### src/rtl/expr_pkg.sv
// Shared definitions for the expression datapath: default width, multiplier
// state encoding and signed saturation limits.
package expr_pkg;

    localparam int MUL_WIDTH = 16;

    typedef enum logic [1:0] {
        ST_IDLE = 2'd0,
        ST_RUN  = 2'd1,
        ST_DONE = 2'd2
    } mul_state_e;

    // Largest positive two's-complement value in w bits (low w bits are meaningful).
    function automatic logic [63:0] sat_max_f(input int w);
        return (64'd1 << (w - 1)) - 64'd1;
    endfunction

    // Most negative two's-complement value in w bits (low w bits are meaningful).
    function automatic logic [63:0] sat_min_f(input int w);
        return 64'd1 << (w - 1);
    endfunction

endpackage

### src/rtl/mul_narrow.sv
// Combinational narrowing of a 2*WIDTH signed product to WIDTH bits.
// Optional macro MUL_SAT_EN selects saturation instead of wrap-around.
module mul_narrow
    import expr_pkg::*;
#(
    parameter int WIDTH = MUL_WIDTH
) (
    input  logic [2*WIDTH-1:0] prod,
    output logic [WIDTH-1:0]   result,
    output logic               ovf
);

    localparam logic [WIDTH-1:0] SMAX = WIDTH'(sat_max_f(WIDTH));
    localparam logic [WIDTH-1:0] SMIN = WIDTH'(sat_min_f(WIDTH));

    logic [WIDTH:0] upper_s;
    logic           ovf_s;

    // The product fits iff the top WIDTH+1 bits are a pure sign extension.
    always_comb begin
        upper_s = prod[2*WIDTH-1:WIDTH-1];
        ovf_s   = !((&upper_s) || (~|upper_s));
    end

    // Select the narrowed value: wrap, or clamp toward the true sign.
    always_comb begin
        result = prod[WIDTH-1:0];
`ifdef MUL_SAT_EN
        if (ovf_s) begin
            result = prod[2*WIDTH-1] ? SMIN : SMAX;
        end else begin
            result = prod[WIDTH-1:0];
        end
`else
        if (ovf_s) begin
            result = prod[WIDTH-1:0];
        end else begin
            result = prod[WIDTH-1:0];
        end
`endif
        ovf = ovf_s;
    end

endmodule

### src/rtl/seq_multiplier.sv
// Sequential signed shift-add multiplier: WIDTH iterations, one-cycle done pulse.
// Optional macro MUL_SAT_EN (in mul_narrow) saturates overflowing products.
module seq_multiplier
    import expr_pkg::*;
#(
    parameter int WIDTH = MUL_WIDTH
) (
    input  logic             clk,
    input  logic             rst,
    input  logic             start,
    input  logic [WIDTH-1:0] a,
    input  logic [WIDTH-1:0] b,
    output logic             busy,
    output logic             done,
    output logic [WIDTH-1:0] result,
    output logic             ovf
);

    localparam int                 CW       = (WIDTH > 2) ? $clog2(WIDTH) : 1;
    localparam logic [CW-1:0]      LAST_CNT = CW'(WIDTH - 1);
    localparam logic [CW-1:0]      CNT_ONE  = CW'(1);
    localparam logic [2*WIDTH-1:0] ONE_2W   = (2*WIDTH)'(1);
    localparam logic [WIDTH-1:0]   ONE_W    = WIDTH'(1);

    mul_state_e           state_r, state_s;
    logic [2*WIDTH-1:0]   mcand_r;
    logic [WIDTH-1:0]     mplr_r;
    logic [2*WIDTH-1:0]   acc_r;
    logic [CW-1:0]        cnt_r;
    logic                 sign_r;
    logic                 busy_r, done_r, ovf_r;
    logic [WIDTH-1:0]     result_r;

    logic                 accept_s, last_step_s;
    logic [WIDTH-1:0]     a_mag_s, b_mag_s;
    logic [2*WIDTH-1:0]   addend_s, acc_sum_s, prod_s;
    logic [WIDTH-1:0]     narrow_res_s;
    logic                 narrow_ovf_s;

    // Operand magnitudes; the most negative value maps onto 2^(WIDTH-1) unsigned.
    always_comb begin
        a_mag_s = a[WIDTH-1] ? (~a + ONE_W) : a;
        b_mag_s = b[WIDTH-1] ? (~b + ONE_W) : b;
    end

    // One shift-add step plus sign application for the final step.
    always_comb begin
        accept_s    = start && (state_r != ST_RUN);
        last_step_s = (state_r == ST_RUN) && (cnt_r == LAST_CNT);
        addend_s    = mplr_r[0] ? mcand_r : {(2*WIDTH){1'b0}};
        acc_sum_s   = acc_r + addend_s;
        prod_s      = sign_r ? (~acc_sum_s + ONE_2W) : acc_sum_s;
    end

    // Next-state logic.
    always_comb begin
        state_s = state_r;
        case (state_r)
            ST_IDLE: begin
                if (accept_s) state_s = ST_RUN;
                else          state_s = ST_IDLE;
            end
            ST_RUN: begin
                if (cnt_r == LAST_CNT) state_s = ST_DONE;
                else                   state_s = ST_RUN;
            end
            ST_DONE: begin
                if (accept_s) state_s = ST_RUN;
                else          state_s = ST_IDLE;
            end
            default: state_s = ST_IDLE;
        endcase
    end

    // State register.
    always_ff @(posedge clk or negedge rst) begin
        if (!rst) state_r <= ST_IDLE;
        else      state_r <= state_s;
    end

    // Iteration datapath: load on accept, shift-add while running.
    always_ff @(posedge clk or negedge rst) begin
        if (!rst) begin
            mcand_r <= {(2*WIDTH){1'b0}};
            mplr_r  <= {WIDTH{1'b0}};
            acc_r   <= {(2*WIDTH){1'b0}};
            cnt_r   <= {CW{1'b0}};
            sign_r  <= 1'b0;
        end else if (accept_s) begin
            mcand_r <= {{WIDTH{1'b0}}, a_mag_s};
            mplr_r  <= b_mag_s;
            acc_r   <= {(2*WIDTH){1'b0}};
            cnt_r   <= {CW{1'b0}};
            sign_r  <= a[WIDTH-1] ^ b[WIDTH-1];
        end else if (state_r == ST_RUN) begin
            acc_r   <= acc_sum_s;
            mcand_r <= mcand_r << 1;
            mplr_r  <= mplr_r >> 1;
            cnt_r   <= cnt_r + CNT_ONE;
        end else begin
            acc_r   <= acc_r;
        end
    end

    mul_narrow #(.WIDTH(WIDTH)) u_narrow (
        .prod   (prod_s),
        .result (narrow_res_s),
        .ovf    (narrow_ovf_s)
    );

    // Registered outputs; result/ovf only change when DONE is entered.
    always_ff @(posedge clk or negedge rst) begin
        if (!rst) begin
            busy_r   <= 1'b0;
            done_r   <= 1'b0;
            result_r <= {WIDTH{1'b0}};
            ovf_r    <= 1'b0;
        end else begin
            busy_r <= (state_s == ST_RUN);
            done_r <= last_step_s;
            if (last_step_s) begin
                result_r <= narrow_res_s;
                ovf_r    <= narrow_ovf_s;
            end
        end
    end

    assign busy   = busy_r;
    assign done   = done_r;
    assign result = result_r;
    assign ovf    = ovf_r;

endmodule

### config.mk
export PLATFORM = sky130hd
export DESIGN_NAME = seq_multiplier
export DESIGN_NICKNAME = d
export VERILOG_FILES = /design/src/rtl/expr_pkg.sv /design/src/rtl/mul_narrow.sv /design/src/rtl/seq_multiplier.sv
export SDC_FILE = /design/constraint.sdc
export NUM_CORES = 1
export LEC_CHECK = 0
export CAP_MARGIN = 20
export CORE_ASPECT_RATIO = 0.5
export CORE_MARGIN = 3
export CORE_UTILIZATION = 49
export CTS_CLUSTER_SIZE = 40
export DETAILED_ROUTE_END_ITERATION = 10
export MAX_ROUTING_LAYER = met4
export PLACE_DENSITY_LB_ADDON = 0.1
export SLEW_MARGIN = 20
export SYNTH_ARGS = -nofsm -noshare
export SYNTH_HDL_FRONTEND = slang
export SYNTH_SLANG_ARGS = --single-unit
export TNS_END_PERCENT = 100
### constraint.sdc
create_clock -name clk -period 4.5 [get_ports clk]
set_input_delay 0.9 -clock clk [delete_from_list [all_inputs] [get_ports clk]]
set_output_delay 0.9 -clock clk [all_outputs]
set_load 0.02 [all_outputs]
==> Word level (Yosys, flattened, before mapping) <==
Index checks and enable logic that the tools add are counted.
{ "classes": {"n_bitwise": 4, "n_mux": 15, "n_reduce_logical": 10, "n_eq_ne": 5, "n_addsub": 5} }
{ "ops": {"columns": ["cell", "count"], "rows": [
  ["32-bit 2-to-1 mux", 6],
  ["16-bit 2-to-1 mux", 4],
  ["16-bit by 1-bit adder with 16-bit output, second input constant", 2],
  ["32-bit by 1-bit adder with 32-bit output, second input constant", 1],
  ["32-bit adder", 1],
  ["16-bit inverter", 2],
  ["32-bit inverter", 1],
  ["17-bit AND reduction", 1],
  ["17-bit OR reduction", 1],
  ["4-bit 2-to-1 mux", 2],
  ["4-bit by 1-bit adder with 4-bit output, second input constant", 1],
  ["2-bit by 1-bit equality test with 1-bit output, second input constant", 2],
  ["4-bit equality test, second input constant", 1],
  ["2-bit one-hot mux with 2 select lines", 1],
  ["2-bit equality test, second input constant", 1],
  ["1-bit logical AND", 2],
  ["1-bit zero test", 2],
  ["2-bit zero test", 1],
  ["2-bit 2-to-1 mux", 1],
  ["2-bit by 1-bit != test with 1-bit output, second input constant", 1],
  ["2-bit nonzero test", 1],
  ["2-bit OR reduction", 1],
  ["1-bit logical OR", 1],
  ["1-bit 2-to-1 mux", 1],
  ["1-bit XOR", 1]
]} }
{ "totals": {"register_bits": 106, "out_inout_bits": 19} }

==> Depth between registers and ports, before layout <==
{ "depth": {"depth_word": 9, "ltp_mapped": 17} }

==> Hierarchy <==
A second synthesis with hierarchy kept.
{ "hier_totals": {"cells_unflattened": 951, "area_unflattened_um2": 7980.2} }
{ "by_module_without_submodules": {"columns": ["mod", "instances", "seq_area_each_um2", "area_per_inst_um2", "cells_per_inst"], "rows": [
  ["seq_multiplier", 1, 2652.5, 7781.2, 923],
  ["mul_narrow", 1, 0.0, 198.9, 28]
]} }

==> Least setup slack after synthesis <==
OpenSTA, ideal clock, no wires.
{ "synth_timing": {"path_kind": "register to register", "start": "register mplr_r[0]", "end": "register ovf_r, in the netlist ovf", "synth_period_minus_slack_ns": 4.757, "slack_ns": -0.257, "path_stages_with_launch": 17, "t_required_ns": 4.366, "path_buffers": 1, "setup_time_ns": 0.134, "arrival_time_ns": 4.622, "cell_sequence": "dfrtp_1 > clkbuf_1 > and2_1 > ha_1 > fa_1 > and3_1 > or3_1 > and2_4 > or3_4 > or4_4 > or4_4 > or3_4 > or4_1 > a211oi_1 > o211ai_1 > nor4_1 > a211oi_2"} }
{ "synth_between": {"elab_chain_len": 9} }
{ "synth_rtl": {"columns": ["item", "line_no", "text"], "rows": [
  ["start: declaration", "seq_multiplier.sv:27", "logic [WIDTH-1:0] mplr_r;"],
  ["start signal: assignment", "seq_multiplier.sv:85", "mplr_r <= {WIDTH{1'b0}};"],
  ["start signal: assignment", "seq_multiplier.sv:91", "mplr_r <= b_mag_s;"],
  ["start signal: assignment", "seq_multiplier.sv:98", "mplr_r <= mplr_r >> 1;"],
  ["32-bit 2-to-1 mux *", "seq_multiplier.sv:50", "addend_s = mplr_r[0] ? mcand_r : {(2*WIDTH){1'b0}};"],
  ["32-bit adder *", "seq_multiplier.sv:51", "acc_sum_s = acc_r + addend_s;"],
  ["32-bit inverter", "seq_multiplier.sv:52", "prod_s = sign_r ? (~acc_sum_s + ONE_2W) : acc_sum_s;"],
  ["32-bit by 1-bit adder with 32-bit output", "seq_multiplier.sv:52", null],
  ["32-bit 2-to-1 mux *", "seq_multiplier.sv:52", null],
  ["17-bit OR reduction", "mul_narrow.sv:22", "ovf_s = !((&upper_s) || (~|upper_s));"],
  ["1-bit zero test", "mul_narrow.sv:22", null],
  ["1-bit logical OR *", "mul_narrow.sv:22", null],
  ["1-bit zero test *", "mul_narrow.sv:22", null],
  ["end signal: assignment", "seq_multiplier.sv:123", "ovf_r <= narrow_ovf_s;"],
  ["end: declaration", "seq_multiplier.sv:31", "logic busy_r, done_r, ovf_r;"]
]} }
Mark *: on every way between the ends. The rest lies on a longest branch, timed or not.
A chain may end at the register's enable or synchronous reset.

==> Worst setup path in the final report <==
Ends and elaborated chain as after synthesis.

==> metrics.cfg <==
[global_route]
grt_pass1_vias=7104
grt_pass1_wl_microns=35020
grt_max_degree=94
grt_overflow=0
grt_usage_pct=25.14
antenna_found_initial=0

[layout]
final_cell_mix=nand2_1 (146), buf_4 (121), dfrtp_1 (105)
num_antenna_cells=0
layout.nets=1184
area_growth_pct=23.80
final_common_cell=nand2_1
final_cell_area_sq_um=9839
drive_gt1_share_pct=17.71

[timing]
holdWs_ns=0.4848
slew_headroom_pct=42.27
timing.final.ws_setup_ns=-0.2035
timing.fmax_ghz=0.2126
hold_viol=0
rsz0062_at_grt=yes
setup_viol=1
fin_crit_ns=4.703
final.period_utilization_pct=104.5
fin_tns_setup_ns=-0.2035
drv_slew=0
max_slew.worst_pin.slew_ns=0.8659
fin_skew_ns=0.007403

[worst_setup_path]
crit-reg2reg-launch=mplr_r[0]
crit_path_start=mplr_r[0]
cp_data_required_time_ns=4.75
crit_type=reg2reg
max_stage_delay_ns=0.71
critPathMaxFanout=10
crit_slowest_cell=or4b_2
worstPathBufferInverterCount=2
cp.depth=16
end_kind=flip-flop
r2r_cells=16
critPathTopFamily=simple AND/OR/NAND/NOR gates
critPathLaunchType=flip-flop
crit_arrival_ns=4.95
r2r_setup_slack_ns=-0.20
crit_chain=buf_4, and2_1, ha_1, a21oi_1, o211ai_1, nand4_1, buf_4, mux2_2, a311oi_1, or4b_2, or3_4, or4_4, a211oi_2, o211ai_1, nor4_2, a211oi_2

[yosys]
synth_ff_type=dfrtp_1
synth_edf_count=0
syn-num-nets=1059
synth_area_per_cell_sq_um=8.044
synthArstFlopShare_pct=100.0
synth_cells=988
synth_warnings=0
synth_top_cells_by_area=dfrtp_1 (33%), nand2_1 (6.9%), ha_1 (5.5%)
ys_ff_latch=106
ys_types=82
synth.largest_area_cell=dfrtp_1
netlist_area_sq_um=7948
synth-seq-area-share_pct=33.38
netlist.area_leader.share_pct=33.38

[floorplanning]
chipWidth_microns=186.1
die_area_sq_um=17880
coreArea_sq_um=15660
rows=32
fp.dieH_microns=96.06
start_util_pct=50.77
ios=54

[job]
drv_cap=0

[hold_path]
min_from=cnt_r[3]
min_path_cells=1
hp-class=reg2reg

[route]
met1_length_microns=10500
via_per_inst=5.671
drt_iter0_markers=382
vias=7594
dr_wl_met3_microns=680
dr_wl_met2_microns=9987
routed.top_layer=met4
drt-pass1-iter-count=5
ant_nets=0
wl_per_cell_microns=16.01
drc=0
wl_microns=21440

[placement]
io_buffers=53
place_area_sq_um=9419
dp.final_hpwl_microns=16280
pre_cts_ws_ns=-0.2626
gp_congestion=0.9123

[power]
ir_drop_mv=0.3814
p_per_area_nw_per_um2=596.6
p_leak_uw=0.004435

[cts]
clockBufferDepth=2
clkSinkCount=106
h-tree-depth=3
path_clk_slew_ns=0.08
clockRootBuffer=clkbuf_16
clk_latency_ns=0.36
ctsHoldBuffers=0
cts_tree=built
cts-buffers-inserted=9

[run_status]
violations=negative setup slack
status=finished with violations

## registers in the layout (all words and copies together), names as in the netlist
register and cells:
acc_r 32, mcand_r 32, mplr_r 16, result 16, cnt_r 4, state_r 2
busy 1, done 1, ovf 1, sign_r 1
## layer usage
metal / vias up / GRT usage, %
li1: 3815 / -
met1: 3631 / 33.08
met2: 123 / 41.76
met3: 25 / 4.077
met4: 0 / 4.768
met5: - / -
## kinds of logic after synthesis
logic type | share of synthesized area (%)
adder cells (fa/ha/maj) | 5.762
flip-flops | 33.38
multiplexers | 2.645
AO/OA/AOI/OAI | 21.25
XOR/XNOR | 7.478
AND/OR/NAND/NOR | 25.83
buffers and inverters | 3.652
## through the flow
stage                     util, %  instances  power (uW)
after floorplan                 -        988        3626
after global placement      60.17       1321        4914
after detailed placement    60.17       1321        4966
after CTS                   62.44       1337        5869
after global routing        62.85       1339        6349
final                       62.85       1339        5870
## power breakdown
group          leakage (uW)  switching, uW  internal [uW]  total [uW]
logic               0.00295           1910           1560        3480
registers           0.00133            232           1310        1550
clock network      0.000153            390            457         847
total               0.00443           2540           3330        5870
## cell usage after synthesis (3+ instances only)
cell,n
nand4_1,15
a21o_1,7
nor3_1,19
or3_4,3
nor2b_1,3
xnor2_1,30
and3_1,11
mux2_2,8
clkbuf_1,48
or4_1,7
xor2_1,36
dfrtp_1,106
and2_4,3
nand2_1,146
mux2i_1,12
ha_1,35
or2_2,6
or3_1,13
o21a_1,6
nor4_1,7
a31oi_1,5
o21ai_1,6
o21bai_1,3
a311oi_1,4
a211oi_1,5
o21ai_0,76
o41ai_1,6
a21oi_1,80
nand3_1,55
o31ai_1,15
inv_1,15
and4_1,5
nand2b_1,3
o211ai_1,10
nor2_1,72
o22ai_1,4
buf_1,5
buf_2,3
and2_1,39
## what timing repair did
item,CTS,global route
gates resized for setup,7,13
pin swaps,2,3
setup buffers,0,2
endpoints found under the hold margin,0,0
endpoints found under the setup margin,1,1
## path summary, 6_finish.rpt
| kind | to |
|---|---|
| max reg2reg | ovf |
| max | ovf |
| min in group asynchronous | acc_r[31] |
| max in group asynchronous | acc_r[16] |
| min reg2reg | cnt_r[3] |
| min | cnt_r[3] |
## final cells by class
type                       instances  area (sq um)
fill                            1416          5816
multi-input combinational        808          5114
sequential                       106          2654
timing repair buffer             173          1429
tap                              221         276.5
clock buffer                      11         242.7
clock inverter                     5         67.56
inverter                          15         56.30
No activity file was read; power rests on OpenSTA's default activity.
